## config.mk

```make
export PLATFORM = sky130hd
export DESIGN_NAME = vc_dest_arbiter
export DESIGN_NICKNAME = d
export VERILOG_FILES = /design/src/rtl/vc_dest_arbiter_pkg.sv /design/src/rtl/vc_dest_arbiter_route_stage.sv /design/src/rtl/vc_dest_arbiter.sv
export SDC_FILE = /design/constraint.sdc
export NUM_CORES = 1
export LEC_CHECK = 0
export BUFFER_PORTS_ARGS = -buffer_cell sky130_fd_sc_hd__buf_2
export CAP_MARGIN = 20
export CELL_PAD_IN_SITES_DETAIL_PLACEMENT = 0
export CELL_PAD_IN_SITES_GLOBAL_PLACEMENT = 1
export CORE_ASPECT_RATIO = 2
export CORE_MARGIN = 2
export CORE_UTILIZATION = 37
export DETAILED_ROUTE_END_ITERATION = 10
export GPL_TIMING_DRIVEN = 0
export PLACE_DENSITY_LB_ADDON = 0.1
export SLEW_MARGIN = 20
export SYNTH_ARGS = -nofsm -noshare
export SYNTH_HDL_FRONTEND = slang
export SYNTH_SLANG_ARGS = --single-unit
```

## constraint.sdc

```tcl
create_clock -name clk -period 1.6 [get_ports clk]
set_input_delay 0.4 -clock clk [delete_from_list [all_inputs] [get_ports clk]]
set_output_delay 0.4 -clock clk [all_outputs]
set_load 0.005 [all_outputs]
```

## src/rtl/vc_dest_arbiter_pkg.sv

```systemverilog
// Shared encodings and defaults for the VC-to-destination arbiter.
package vc_dest_arbiter_pkg;

    localparam logic [3:0] ST_RESET  = 4'b0001;
    localparam logic [3:0] ST_INIT   = 4'b0010;
    localparam logic [3:0] ST_IDLE   = 4'b0100;
    localparam logic [3:0] ST_ACTIVE = 4'b1000;

    localparam int DATA_WIDTH_DEF = 6;
    localparam int DEST_BIT_DEF   = 4;
    localparam int THR_WIDTH_DEF  = 4;
    localparam int CNT_WIDTH      = 8;

endpackage

```

## src/rtl/vc_dest_arbiter_route_stage.sv

```systemverilog
// Tags the popped VC, then demuxes the returned word to D0/D1 by its dest bit.
// Push appears two cycles after the pop; no stall path, in-flight words always land.
module vc_dest_arbiter_route_stage
    import vc_dest_arbiter_pkg::*;
#(
    parameter int DATA_WIDTH = DATA_WIDTH_DEF,
    parameter int DEST_BIT   = DEST_BIT_DEF
) (
    input  logic                  clk,
    input  logic                  reset_L,
    input  logic                  vc0_pop,
    input  logic                  vc1_pop,
    input  logic [DATA_WIDTH-1:0] vc0_data,
    input  logic [DATA_WIDTH-1:0] vc1_data,
    output logic                  d0_push,
    output logic                  d1_push,
    output logic [DATA_WIDTH-1:0] d0_data,
    output logic [DATA_WIDTH-1:0] d1_data,
    output logic                  busy
);

    logic                  sel;
    logic [DATA_WIDTH-1:0] word;
    logic                  to_d1;

    // busy marks that the VC read data arriving this cycle belongs to us
    assign word  = sel ? vc1_data : vc0_data;
    assign to_d1 = word[DEST_BIT];

    always_ff @(posedge clk or posedge reset_L) begin
        if (reset_L) begin
            busy    <= 1'b0;
            sel     <= 1'b0;
            d0_push <= 1'b0;
            d1_push <= 1'b0;
            d0_data <= '0;
            d1_data <= '0;
        end else begin
            busy    <= vc0_pop | vc1_pop;
            sel     <= vc1_pop;
            d0_push <= busy & ~to_d1;
            d1_push <= busy & to_d1;
            if (busy && !to_d1) d0_data <= word;
            if (busy && to_d1)  d1_data <= word;
        end
    end

endmodule

```

## src/rtl/vc_dest_arbiter.sv

```systemverilog
// Strict-priority VC0/VC1 pop arbiter with threshold distribution and push counter.
// Pop-to-push latency 2 cycles; pops stall on either destination almost_full or init.
module vc_dest_arbiter
    import vc_dest_arbiter_pkg::*;
#(
    parameter int DATA_WIDTH = DATA_WIDTH_DEF,
    parameter int DEST_BIT   = DEST_BIT_DEF,
    parameter int THR_WIDTH  = THR_WIDTH_DEF
) (
    input  logic                  clk,
    input  logic                  reset_L,
    input  logic                  init,
    input  logic [THR_WIDTH-1:0]  umb_af_in,
    input  logic [THR_WIDTH-1:0]  umb_ae_in,
    input  logic                  vc0_empty,
    input  logic                  vc1_empty,
    input  logic [DATA_WIDTH-1:0] vc0_data,
    input  logic [DATA_WIDTH-1:0] vc1_data,
    input  logic                  d0_almost_full,
    input  logic                  d1_almost_full,
    output logic                  vc0_pop,
    output logic                  vc1_pop,
    output logic                  d0_push,
    output logic                  d1_push,
    output logic [DATA_WIDTH-1:0] d0_data,
    output logic [DATA_WIDTH-1:0] d1_data,
    output logic [THR_WIDTH-1:0]  umb_af,
    output logic [THR_WIDTH-1:0]  umb_ae,
    output logic [3:0]            state,
    output logic                  idle,
    output logic [CNT_WIDTH-1:0]  fwd_count
);

    logic [3:0] state_nxt;
    logic       stage_busy;
    logic       inflight;
    logic       pop_ok;

    assign inflight = vc0_pop | vc1_pop | stage_busy;
    // destination is unknown until data returns, so either almost_full blocks
    assign pop_ok   = (state == ST_ACTIVE) && !init && !d0_almost_full && !d1_almost_full;

    always_comb begin
        state_nxt = state;
        case (state)
            ST_RESET:  state_nxt = ST_INIT;
            ST_INIT:   state_nxt = init ? ST_INIT : ST_IDLE;
            ST_IDLE: begin
                if (init)                         state_nxt = ST_INIT;
                else if (!vc0_empty || !vc1_empty) state_nxt = ST_ACTIVE;
            end
            ST_ACTIVE: begin
                if (init)                                      state_nxt = ST_INIT;
                else if (vc0_empty && vc1_empty && !inflight)  state_nxt = ST_IDLE;
            end
            default:   state_nxt = ST_RESET;
        endcase
    end

    always_ff @(posedge clk or posedge reset_L) begin
        if (reset_L) begin
            state     <= ST_RESET;
            vc0_pop   <= 1'b0;
            vc1_pop   <= 1'b0;
            umb_af    <= '0;
            umb_ae    <= '0;
            idle      <= 1'b0;
            fwd_count <= '0;
        end else begin
            state   <= state_nxt;
            vc0_pop <= pop_ok & ~vc0_empty;
            vc1_pop <= pop_ok & vc0_empty & ~vc1_empty;
            if (state == ST_INIT) begin
                umb_af <= umb_af_in;
                umb_ae <= umb_ae_in;
            end
            idle <= (state == ST_IDLE) && (state_nxt == ST_IDLE) && !inflight;
            if (d0_push || d1_push) fwd_count <= fwd_count + CNT_WIDTH'(1);
        end
    end

    vc_dest_arbiter_route_stage #(
        .DATA_WIDTH (DATA_WIDTH),
        .DEST_BIT   (DEST_BIT)
    ) u_route_stage (
        .clk      (clk),
        .reset_L  (reset_L),
        .vc0_pop  (vc0_pop),
        .vc1_pop  (vc1_pop),
        .vc0_data (vc0_data),
        .vc1_data (vc1_data),
        .d0_push  (d0_push),
        .d1_push  (d1_push),
        .d0_data  (d0_data),
        .d1_data  (d1_data),
        .busy     (stage_busy)
    );

endmodule

```

Word-level counts from Yosys, hierarchy flattened --
Index checks and enable logic that the tools add are counted.
Storage, ports and cells: register bits 39, bits of input ports 27, word-level logic and storage cells 54, output and inout bits 37
Operators by class: multiplexer cells 7, bitwise gates (word level) 10, reductions and logical operators 18, add/subtract/negate cells 1, eq/ne operators 5
Operators with widths (count):
- $mux 4 | 4
- $pmux 4 s4 | 1
- $logic_and 1x1->1 | 9
- $add 8x1->8 const B | 1
- $eq 4x3->1 const B | 2
- $logic_not 1->1 | 7
- $mux 6 | 1
- $and 1x1->1 | 5
- $eq 4x1->1 const B | 1
- $eq 4x2->1 const B | 1
- $eq 4x4->1 const B | 1
- $mux 3 | 1
- $not 1->1 | 3
- $logic_or 1x1->1 | 2
- $or 1x1->1 | 2

Logic depth before layout (Yosys ltp) --
Gate-level depths: netlist (run 1).
depth in word-level cells 10, depth in mapped cells 5, depth with buffers taken out 4

Modules after synthesis --
Synthesis (run 1) repeated with hierarchy kept, for this count alone.
Unflattened totals: cells, all modules 120, area, all modules 1649.1 sq um
By module, submodules not included:
- vc_dest_arbiter | sequential area each 576.8 sq um, cells each 78, area an instance 988.4 sq um, times used 1
- vc_dest_arbiter_route_stage | sequential area each 400.4 sq um, cells each 42, area an instance 660.6 sq um, times used 1

Worst setup path before layout (run 1) --
OpenSTA, ideal clock, no wires.
kind reg-to-reg, from register state[2], to register umb_ae[0], path buffers 1, stages on the path, launching flop included 4, library setup time 0.125 ns, arrival 1.340 ns, clock period less this slack 1.465 ns, required time 1.475 ns, slack 0.135 ns, cells stage by stage dfrtp_1 clkbuf_1 nor4_4 mux2_2
Between the ends: cells in the longest elaborated chain, start to end 1
RTL lines:
- start: declaration | line vc_dest_arbiter.sv:29 | output logic [3:0] state,
- start signal: assignment | line vc_dest_arbiter.sv:70 | state <= state_nxt;
- $eq 4x2->1 | line vc_dest_arbiter.sv:73 | if (state == ST_INIT) begin
- end signal: assignment | line vc_dest_arbiter.sv:75 | umb_ae <= umb_ae_in;
- end: declaration | line vc_dest_arbiter.sv:28 | output logic [THR_WIDTH-1:0] umb_ae,
No other way between the ends. A chain may end at the register's enable or synchronous reset.

Final worst setup path (run 1) --
from register state[2], to register umb_af[1]
Between the ends: cells in the longest elaborated chain, start to end 1
RTL lines:
- $eq 4x2->1 | line vc_dest_arbiter.sv:73
- end signal: assignment | line vc_dest_arbiter.sv:74 | umb_af <= umb_af_in;
- end: declaration | line vc_dest_arbiter.sv:27 | output logic [THR_WIDTH-1:0] umb_af,
No other way between the ends.

==> impl_results.md, run 1 <==
- Synth area leaders: dfrtp_1 (59%), mux2_2 (17%), xnor2_1 (3.3%)
- Seq/Total Area, Yosys: 0.607
- Worst Path Max Fanout: 9
- Total core area: 4250 sq um
- CP peak stage delay: 510 ps
- Antenna violations before repair: 0
- Mapped Cells: 120
- Post-synth top area share: 0.591
- First-pass GRT wire length: 5280 um
- Peak Freq: 673 MHz
- Uppermost layer routed: met4
- Status: complete, no violations
- Final Max Tran Viols: 0
- Iteration-0 DRC Markers: 12
- Residual DRC: 0
- Fin area: 2140 sq um
- DPL Wire Length: 2270 um
- Multi-input logic area: 613 sq um
- Post-DP Area: 2010 sq um
- Core Rows: 34
- Critical Path AT: 1660 ps
- ANT cells: 0
- Clk buf depth: 2
- Hold Vio Cnt, Final: 0
- P&R area growth vs syn: 33.0%
- Crit path kind: flip-flop to flip-flop
- Synth cell types: 32
- Tcrit/Tclk final: 0.929
- Setup crit start kind: flip-flop
- RSZ-0062 raised after global routing: false
- Clock transition at path regs: 70 ps
- Max Cap Viol: 0
- Worst Hold Class: primary input to async pin
- Syn_area_per_cell: 13.4 sq um
- Post-DRT Antenna Nets: 0
- CTS Buf Count: 5
- DR WL met2: 1540 um
- Initial Utilization: 0.379
- P_leak: 1.18 nW
- CP bufs+invs: 1
- Biggest area consumer among synthesized cells: dfrtp_1
- Met1 WL: 1240 um
- Later-pin clock latency in the skew report: 280 ps
- Maximum vdd drop: 0.683 mV
- Critical path required time: 1770 ps
- Die Footprint: 4930 sq um
- Clk sinks: 39
- Total power: 2.57 mW
- Vias post-DR: 1183
- WHS: 52.4 ps
- Worst slew pin tran: 419 ps
- Relative slew slack: 0.718
- Layout cells sized above 1: 0.554
- Reg area: 977 sq um
- Worst Setup End Kind: flip-flop
- Routability cong.: 0.717
- Final setup violation count: 0
- Post-CTS Hold Buffers: 0
- # H-tree levels: 2
- Number of port buffers: 63
- CP max stage cell: dfrtp_1
- CTS tree: built
- DR pass1 iterations: 4
- Power Density: 1200 nW/um^2
- Root buffer cell: clkbuf_8
- Crit-path leading delay family: flip-flops
- Layout Nets: 220
- DIE WIDTH: 50.7 um
- Gr ovfl total: 0
- Mapped Nets: 148
- Number of synthesized register bits: 39
- Number of global-route vias before repair: 1140
- Tmin final: 1490 ps
- Wire per inst: 12.2 um
- Routed length on met3: 163 um
- Crit path cell chain: nor4_4, buf_4, mux2_2
- Largest net degree at the start of global routing: 28
- GRT Total Usage: 0.141
- Worst clock skew: 5.72 ps
- Total wire length: 3020 um
- Die height: 97.3 um
- Routed vias/inst: 4.79
- Synthesized cell area: 1610 sq um
- Fillers: 418
- Warnings, synthesis: 0
- Io pins: 64
## cell type report
type | count | area share
Inverter | 5 | 0.00876
Buffer | 2 | 0.00701
Sequential cell | 39 | 0.456
Multi-Input combinational cell | 73 | 0.286
Tap cell | 54 | 0.0315
Clock buffer | 8 | 0.0467
Timing Repair Buffer | 66 | 0.164
## cells by family (layout without fill, tap and decap cells)
group           after synthesis  in the layout  synth area share
compound gates                9              9            0.0396
xor+xnor                      8              8            0.0435
fa+ha+maj                     1              1           0.00777
buf+inv                       8             81            0.0202
flops                        39             39             0.607
mux                          25             25             0.174
simple gates                 30             30             0.108
## power breakdown
part / switching (mW) / internal [mW]
Sequential: 0.121 / 1.14
Combinational: 0.242 / 0.358
Clock: 0.316 / 0.393
Total: 0.679 / 1.89
## metal layers
metal,global-route usage,vias to the layer above
met4,0.0748,0
met2,0.223,35
met5,0,-
met1,0.174,579
li1,-,563
met3,0.0338,6
## Yosys cell counts
cell type,instances
dfrtp_1,38
mux2_2,24
nor2_1,7
xnor2_1,6
nand2_1,5
inv_1,4
nand2b_1,3
nand4_1,3
o21ai_0,3
buf_2,2
nand3_1,2
nor4_1,2
xor2_1,2
a21boi_0,1
a21oi_1,1
a22o_2,1
and2_1,1
and3_1,1
clkbuf_1,1
dfstp_2,1
ha_1,1
inv_2,1
mux2i_1,1
nand4b_1,1
nor3_1,1
nor4_4,1
o211a_1,1
o2bb2ai_1,1
o31ai_1,1
or2_2,1
or3_1,1
or3b_2,1
## state kept, by name, indices dropped and copies added (netlist names), 4 cells and up
signal,count
u_route_stage.d0_data,6
umb_af,4
fwd_count,8
u_route_stage.d1_data,6
state,4
umb_ae,4
## layout by cell type, fill, tap and decap left out, types with 2 or more instances in the layout
master	synthesis	final
buf_2	2	63
dfrtp_1	38	38
mux2_2	24	24
nor2_1	7	7
clkbuf_8	0	7
xnor2_1	6	6
nand2_1	5	5
buf_4	0	3
inv_1	4	3
nand2b_1	3	3
nand4_1	3	3
o21ai_0	3	3
inv_2	1	2
nand3_1	2	2
nor4_1	2	2
xor2_1	2	2
## through the flow
stage	util	setup TNS, ps	setup slack (ps)	instances
after detailed placement	0.473	-529	-73.8	238
final	0.504	0	114	247
after floorplan	-	0	135	120
after CTS	0.501	0	4.95	248
after global placement	0.469	-10150	-255	237
after global routing	0.504	0	19.6	247
## worst paths after layout
check                                                   end  cells after the start  slack, ps                from
worst max-delay path                  umb_af[1]$_DFFE_PP0N_                      3        110  state[2]$_DFF_PP0_
worst min-delay path                  umb_ae[3]$_DFFE_PP0N_                      2         50             reset_L
max in group asynchronous                state[0]$_DFF_PP1_                      3       1050             reset_L
worst max register to register        umb_af[1]$_DFFE_PP0N_                      3        110  state[2]$_DFF_PP0_
worst min register to register  u_route_stage.sel$_DFF_PP0_                      0        410   vc1_pop$_DFF_PP0_
min in group clk                          vc1_pop$_DFF_PP0_                      2        280      d0_almost_full
## repair_timing
action	4_1_cts	5_1_grt
setup buffers	2	0
endpoints found under the setup margin	9	13
gates resized for setup	1	4
pin swaps	1	0
No activity file was read; power rests on OpenSTA's default activity.
==> run 2, diff against run 1 <==
--- a/config.mk
+++ b/config.mk
@@ -14,7 +14,7 @@
 export CORE_UTILIZATION = 37
 export DETAILED_ROUTE_END_ITERATION = 10
 export GPL_TIMING_DRIVEN = 0
-export PLACE_DENSITY_LB_ADDON = 0.1
+export PLACE_DENSITY_LB_ADDON = 0.2
 export SLEW_MARGIN = 20
 export SYNTH_ARGS = -nofsm -noshare
 export SYNTH_HDL_FRONTEND = slang
==> constraint.sdc (replaced) <==
create_clock -name clk -period 1.6 [get_ports clk]
set_input_delay 0 -clock clk [delete_from_list [all_inputs] [get_ports clk]]
set_output_delay 0 -clock clk [all_outputs]
set_load 0.005 [all_outputs]
==> run 2 against run 1 <==
Compared with the run above:
- combinational power is 5.2% higher
- critical path depth is 2 higher
- via count is 1.6% higher
- sequential share of layout area shrank 2.3 points
- global-route usage grew 0.058 points
- clock power fell by 16%
- flip-flop and latch count unchanged
- core utilization increased by 2.6 points
- register-to-register slack worse by 20 ps
- largest cell class unchanged
- highest routed layer unchanged
==> impl_results.md, run 2 (same netlist as run 1, synthesis figures left out) <==
- Power Density: 1100 nW/um^2 (-8.4%)
- Iteration-0 DRC Markers: 14 (+2)
- CTS Buf Count: 5 (unchanged)
- Critical Path AT: 1670 ps (about the same)
- First-pass GRT wire length: 5290 um (+0.27%)
- Fillers: 407 (-2.6%)
- RSZ-0062 raised after global routing: false
- Reg-to-Reg End: u_route_stage.d1_data[2]$_DFFE_PP0P_
- Tcrit/Tclk final: 0.941 (+0.0127)
- Sw Share: 0.261 (-0.00275)
- Post-DP Area: 2010 sq um (unchanged)
- Worst R2R Start: u_route_stage.sel$_DFF_PP0_
- DR pass1 iterations: 4 (unchanged)
- Post-DRT Antenna Nets: 0 (unchanged)
- Reg with most FFs: fwd_count
- Relative slew slack: 0.723 (+0.00535)
- Tmin final: 1510 ps (+20.2 ps)
- # H-tree levels: 2 (unchanged)
- Core Rows: 34 (unchanged)
- Met3 usage: 0.0462 (+0.0123)
- Worst Setup SP: u_route_stage.sel$_DFF_PP0_
- Later-pin clock latency in the skew report: 280 ps (about the same)
- Routed vias/inst: 4.61 (-3.8%)
- Fin area: 2250 sq um (+5.2%)
- Max reg flops: 8 (unchanged)
- GR Util met1: 0.159 (-0.0143)
- Total wire length: 3060 um (+1.3%)
- Setup TNS: 0 ps (unchanged)
- Clk sinks: 39 (unchanged)
- Final setup violation count: 0 (unchanged)
- Wire per inst: 11.7 um (-4.1%)
- Die Footprint: 4930 sq um (unchanged)
- Total core area: 4250 sq um (unchanged)
- Gr ovfl total: 0 (unchanged)
- Vias post-DR: 1202 (+1.6%)
- Die height: 97.3 um (unchanged)
- CTS tree: built
- Total power: 2.48 mW (-3.6%)
- Crit path kind: flip-flop to flip-flop
- Layout cells sized above 1: 0.507 (-0.0472)
- Flop pwr share: 0.505 (+0.014)
- Peak Freq: 664 MHz (-1.3%)
- P_leak: 1.22 nW (+3.9%)
- Critical path required time: 1760 ps (about the same)
- Number of port buffers: 63 (unchanged)
- Most common cell after layout, fill and taps aside: buf_2
- Setup crit start kind: flip-flop
- Root buffer cell: clkbuf_8
- Met2 usage: 0.234 (+0.0111)
- Clk buf depth: 2 (unchanged)
- Max Cap Viol: 0 (unchanged)
- P&R area growth vs syn: 39.9%
- Busiest layer in global routing: met2
- P_sw: 648 uW (-4.6%)
- Hold Vio Cnt, Final: 0 (unchanged)
- Combinational share of power: 0.255 (+0.022)
- Io pins: 64 (unchanged)
- Layout Nets: 234 (+6.4%)
- Antenna violations before repair: 0 (unchanged)
- Clock transition at path regs: 70 ps (about the same)
- Initial Utilization: 0.379 (unchanged)
- WHS: 94.2 ps (+41.8 ps)
- Worst Path Max Fanout: 7 (-2)
- Number of global-route vias before repair: 1237 (+8.5%)
- Final Max Tran Viols: 0 (unchanged)
- Top Registers: fwd_count: 8 flops, u_route_stage.d0_data: 6 flops, u_route_stage.d1_data: 6 flops
- Power Internal: 1.83 mW (-3.2%)
- DIE WIDTH: 50.7 um (unchanged)
- R2r setup slk: 90 ps (-20 ps)
- CP endpoint: u_route_stage.d1_data[2]$_DFFE_PP0P_
- Worst clock skew: 5.30 ps (-0.420 ps)
- Worst Setup End Kind: flip-flop
- Residual DRC: 0 (unchanged)
- ANT cells: 0 (unchanged)
- Routability cong.: 0.709 (-1.2%)
- DPL Wire Length: 2200 um (-3.2%)
- R2R depth: 5 (+2)
- Maximum vdd drop: 0.863 mV (+26%)
- Commonest cells after routing, fill and taps aside: buf_2 (63), dfrtp_1 (38), mux2_2 (24)
- Clock Power Share: 0.241 (-0.035)
- Status: complete, no violations
- Worst slack at placement: -72.9 ps (+0.862 ps)
- Largest net degree at the start of global routing: 32 (+14%)
- Worst slew pin tran: 411 ps (-7.94 ps)
- GRT Total Usage: 0.141 (+0.000580)
- Setup ws final: 93.6 ps (-20.2 ps)
- Worst Hold Class: primary input to flip-flop
-- run 2: changes by cell type in the layout (fill, tap and decap cells not counted), sizes merged --
cell,delta
clkbuf,+1
dlygate4sd3,+14
buf,-1
-- run 2: worst min-delay path by stage --
| stage | end | depth (start not counted) | from |
|---|---|---|---|
| global route | u_route_stage.d0_data[0]$_DFFE_PP0P_ | 3 | vc0_data[0] |
| detailed placement | u_route_stage.d0_data[4]$_DFFE_PP0P_ | 2 | reset_L |
| CTS | u_route_stage.d1_data[1]$_DFFE_PP0P_ | 3 | vc1_data[1] |
| finish | u_route_stage.d1_data[1]$_DFFE_PP0P_ | 3 | vc1_data[1] |
| global placement | vc0_pop$_DFF_PP0_ | 2 | d1_almost_full |
| floorplan | vc1_pop$_DFF_PP0_ | 1 | d0_almost_full |
-- run 2: cell type report --
cell class	count	area (sq um)	area share
Inverter	5	18.8	0.00833
Timing Repair Buffer	80	490	0.218
Sequential cell	39	977	0.434
Buffer	2	15.0	0.00666
Clock buffer	8	80.1	0.0355
Multi-Input combinational cell	73	604	0.268
Tap cell	54	67.6	0.0300
-- run 2: layer usage --
| layer | wire length, um | vias to the layer above |
|---|---|---|
| met5 | 0 | - |
| met4 | 27 | 0 |
| met3 | 166 | 2 |
| met2 | 1630 | 36 |
| met1 | 1230 | 572 |
| li1 | - | 592 |
-- run 2: stage by stage --
| stage | std cells | utilization |
|---|---|---|
| detailed placement | 238 | 0.473 |
| CTS | 262 | 0.529 |
| floorplan | 120 | - |
| finish | 261 | 0.530 |
| global route | 261 | 0.530 |
| global placement | 237 | 0.469 |
-- run 2: repair_timing --
action,in CTS,in global routing
endpoints found under the hold margin,49,0
setup endpoints to repair,8,13
gates resized for setup,0,3
setup buffers,2,0
hold buffers,14,0
gates cloned,0,0
pin swaps,1,0
-- run 2: power groups by stage --
stage          logic, mW  registers, mW  clock network (mW)
3_5_place_dp       0.603           1.26                   0
4_1_cts            0.657           1.24               0.645
5_1_grt            0.706           1.28               0.686
6_report           0.631           1.25               0.597
2_1_floorplan      0.351           1.27                   0
3_3_place_gp       0.585           1.26                   0
-- run 2: worst max-delay path, cell delays in order, from the launching register on --
cell	delay, ps
dfrtp_1	320
clkbuf_4	180
mux2i_2	250
nand2b_1	130
clkbuf_4	180
mux2_2	340
==> run 3, diff against run 2 <==
--- a/config.mk
+++ b/config.mk
@@ -5,13 +5,15 @@
 export SDC_FILE = /design/constraint.sdc
 export NUM_CORES = 1
 export LEC_CHECK = 0
-export BUFFER_PORTS_ARGS = -buffer_cell sky130_fd_sc_hd__buf_2
+export ABC_AREA = 1
+export BUFFER_PORTS_ARGS = -buffer_cell sky130_fd_sc_hd__buf_4
 export CAP_MARGIN = 20
 export CELL_PAD_IN_SITES_DETAIL_PLACEMENT = 0
 export CELL_PAD_IN_SITES_GLOBAL_PLACEMENT = 1
 export CORE_ASPECT_RATIO = 2
 export CORE_MARGIN = 2
-export CORE_UTILIZATION = 37
+export CORE_UTILIZATION = 35
+export CTS_CLUSTER_DIAMETER = 30
 export DETAILED_ROUTE_END_ITERATION = 10
 export GPL_TIMING_DRIVEN = 0
 export PLACE_DENSITY_LB_ADDON = 0.2
==> run 3 against run 2 <==
Compared with the run above:
- synthesized cell count grew 69%
- sequential share of layout area shrank 4.8 points
- core utilization shrank 0.84 points
- non-clock buffer count shrank 3
- final cell count grew 32%
- total power grew 6.1%
- worst setup slack gained 290 ps
- count of clock-buffer cells in the layout shrank 2
- largest power group unchanged
- sequential power is essentially flat
- critical path depth grew 1
==> impl_results.md, run 3 <==
- Hold Vio Cnt, Final: 0 (unchanged)
- Layout cells sized above 1: 0.328 (-0.180)
- Critical path required time: 1810 ps (+50 ps)
- Max Cap Viol: 0 (unchanged)
- Relative slew slack: 0.780 (+0.0575)
- Status: complete, no violations
- Placed cells: 324 (+36%)
- Layout Nets: 316 (+35%)
- ANT cells: 0 (unchanged)
- Routability cong.: 0.713 (+0.58%)
- CTS tree: built
- Met2 usage: 0.278 (+0.0442)
- Final setup violation count: 0 (unchanged)
- Worst hold endpoint: u_route_stage.d1_data[1]$_DFFE_PP0P_
- Post-DP Area: 2320 sq um (+15%)
- Residual DRC: 0 (unchanged)
- DIE WIDTH: 54.1 um (+6.9%)
- Met3 usage: 0.0359 (-0.0102)
- Tmin final: 1210 ps (-294 ps)
- Synth area leaders: dfrtp_1 (54%), nand2_1 (19%), inv_1 (4.7%)
- Cell with the most instances after synthesis: nand2_1
- Fillers: 479 (+18%)
- Gr ovfl total: 0 (unchanged)
- Clk buf depth: 2 (unchanged)
- R2R depth: 5 (unchanged)
- Total core area: 4860 sq um (+14%)
- Max reg flops: 8 (unchanged)
- Iteration-0 DRC Markers: 14 (unchanged)
- Mapped Nets: 231 (+56%)
- Final Non-Filler Cells: 344 (+32%)
- CTS Buf Count: 5 (unchanged)
- Worst Path Max Fanout: 2 (-5)
- Critical Path AT: 1430 ps (-240 ps)
- Post-cts gate resize count: 0 (unchanged)
- Wire per inst: 11.8 um (+0.67%)
- Fin area: 2540 sq um (+13%)
- Worst clock skew: 4.74 ps (-0.563 ps)
- Vias post-DR: 1514 (+26%)
- Routed vias/inst: 4.40 (-4.4%)
- DR pass1 iterations: 4 (unchanged)
- Worst R2R Start: fwd_count[0]$_DFFE_PP0P_
- P_leak: 1.42 nW (+16%)
- Commonest cells post-synth: nand2_1 (87), dfrtp_1 (38), inv_1 (22)
- Top Registers: fwd_count: 8 flops, u_route_stage.d0_data: 6 flops, u_route_stage.d1_data: 6 flops
- Commonest cells after routing, fill and taps aside: nand2_1 (87), buf_4 (63), dfrtp_1 (38)
- RSZ-0062 raised after global routing: false
- Reg area: 977 sq um (unchanged)
- Synth cell types: 24 (-25%)
- Post-synth EDFFs: 0 (unchanged)
- Worst Hold Class: primary input to flip-flop
- Setup ws final: 387 ps (+294 ps)
- Clk sinks: 39 (unchanged)
- Clock transition at path regs: 70 ps (about the same)
- WHS Path Cells: 5 (+2)
- Initial Utilization: 0.362 (-0.0169)
- R2r setup slk: 410 ps (+320 ps)
- Power Density: 1040 nW/um^2 (-5.7%)
- Worst slack at placement: 402 ps (+475 ps)
- Seq/Total Area, Yosys: 0.555 (-0.0514)
- Layout Utilization: 0.521 (-0.00836)
- Final Max Tran Viols: 0 (unchanged)
- Post-synth top area share: 0.541 (-0.0500)
- Biggest area consumer among synthesized cells: dfrtp_1
- Total power: 2.63 mW (+6.1%)
- Maximum vdd drop: 0.750 mV (-13%)
- Root buffer cell: clkbuf_8
- WHS: 64.5 ps (-29.7 ps)
- First-pass GRT wire length: 6930 um (+31%)
- Io pins: 64 (unchanged)
- Async set or reset register ratio after synthesis: 1.00 (unchanged)
- Synth Flop Type: dfrtp_1
- Multi-input logic area: 666 sq um (+10%)
- Worst Setup End Kind: flip-flop
- GR Util met1: 0.189 (+0.0295)
- Total wire length: 4060 um (+33%)
- Worst slew pin tran: 326 ps (-85.4 ps)
- Tcrit/Tclk final: 0.758 (-0.183)
- Antenna violations before repair: 0 (unchanged)
- Largest net degree at the start of global routing: 28 (-13%)
- Die Footprint: 5640 sq um (+15%)
- Number of synthesized register bits: 39 (unchanged)
- DPL Wire Length: 3030 um (+38%)
- Crit path kind: primary input to flip-flop
- Post-DRT Antenna Nets: 0 (unchanged)
- Busiest layer in global routing: met2
- Setup crit start kind: primary input
- Reg-to-Reg End: fwd_count[6]$_DFFE_PP0P_
- Number of global-route vias before repair: 1521 (+23%)
- Most common cell after layout, fill and taps aside: nand2_1
- Mapped Cells: 203 (+69%)
- Synthesized cell area: 1760 sq um (+9.2%)
- Core Rows: 36 (+5.9%)
- # H-tree levels: 2 (unchanged)
- Hold path start: vc1_data[1]
- Warnings, synthesis: 0 (unchanged)
- Later-pin clock latency in the skew report: 280 ps (about the same)
- Syn_area_per_cell: 8.67 sq um (-35%)
- Setup TNS: 0 ps (unchanged)
- P&R area growth vs syn: 44.2%
- Die height: 104 um (+7.2%)
- Number of port buffers: 63 (unchanged)
- Peak Freq: 825 MHz (+24%)
- GRT Total Usage: 0.164 (+0.0227)
- Reg with most FFs: fwd_count
run 3: cell count changes after synthesis, moves of 5 or more:
| cell | change |
|---|---|
| nand2_1 | +82 |
| mux2_2 | -24 |
| nor2_4 | +5 |
| inv_1 | +18 |
| nand3_1 | +5 |
run 3: cell families (layout without fill, tap and decap cells):
family          after synthesis  in the layout  share of synthesized area
compound gates                6              6                     0.0192
xor+xnor                      6              6                     0.0299
fa+ha+maj                     1              1                    0.00711
buf+inv                      29            113                     0.0661
flops                        39             39                      0.555
simple gates                122            122                      0.322
run 3: per-layer routing:
layer	up-vias	part of all wire
met5	-	0
met4	0	0.029
met3	9	0.047
met2	42	0.53
met1	686	0.39
li1	777	-
run 3: layout make-up:
cell class,count,area share
buffer,1,0.00197
clock buffer,6,0.0286
inverter,28,0.0439
multi-input combinational,135,0.262
sequential,39,0.385
tap,57,0.0281
timing repair buffer,78,0.250
run 3: power by group:
group,internal [mW],switching [mW]
logic,0.387,0.370
registers,1.15,0.126
clock network,0.290,0.306
total,1.83,0.803
run 3: how the worst max path moves through the flow:
| stage | slack [ps] | start | cells past startpoint | endpoint |
|---|---|---|---|---|
| floorplan | 520 | fwd_count[0]$_DFFE_PP0P_ | 5 | fwd_count[6]$_DFFE_PP0P_ |
| global placement | 140 | reset_L | 2 | u_route_stage.d0_data[4]$_DFFE_PP0P_ |
| detailed placement | 400 | fwd_count[0]$_DFFE_PP0P_ | 5 | fwd_count[6]$_DFFE_PP0P_ |
| CTS | 380 | fwd_count[0]$_DFFE_PP0P_ | 5 | fwd_count[6]$_DFFE_PP0P_ |
| global route | 260 | fwd_count[0]$_DFFE_PP0P_ | 5 | fwd_count[6]$_DFFE_PP0P_ |
| finish | 390 | d1_almost_full | 6 | vc1_pop$_DFF_PP0_ |
run 3: worst max-delay path, stage by stage:
cell,delay [ps]
dlygate4sd3_1,530
buf_4,130
nor2_1,70
dlygate4sd3_1,560
nand2_2,60
nor2_1,80
run 3: what timing repair did:
item                                   CTS  global route
hold buffers                            14             0
buffers inserted                         0             0
endpoints found under the hold margin   50             0
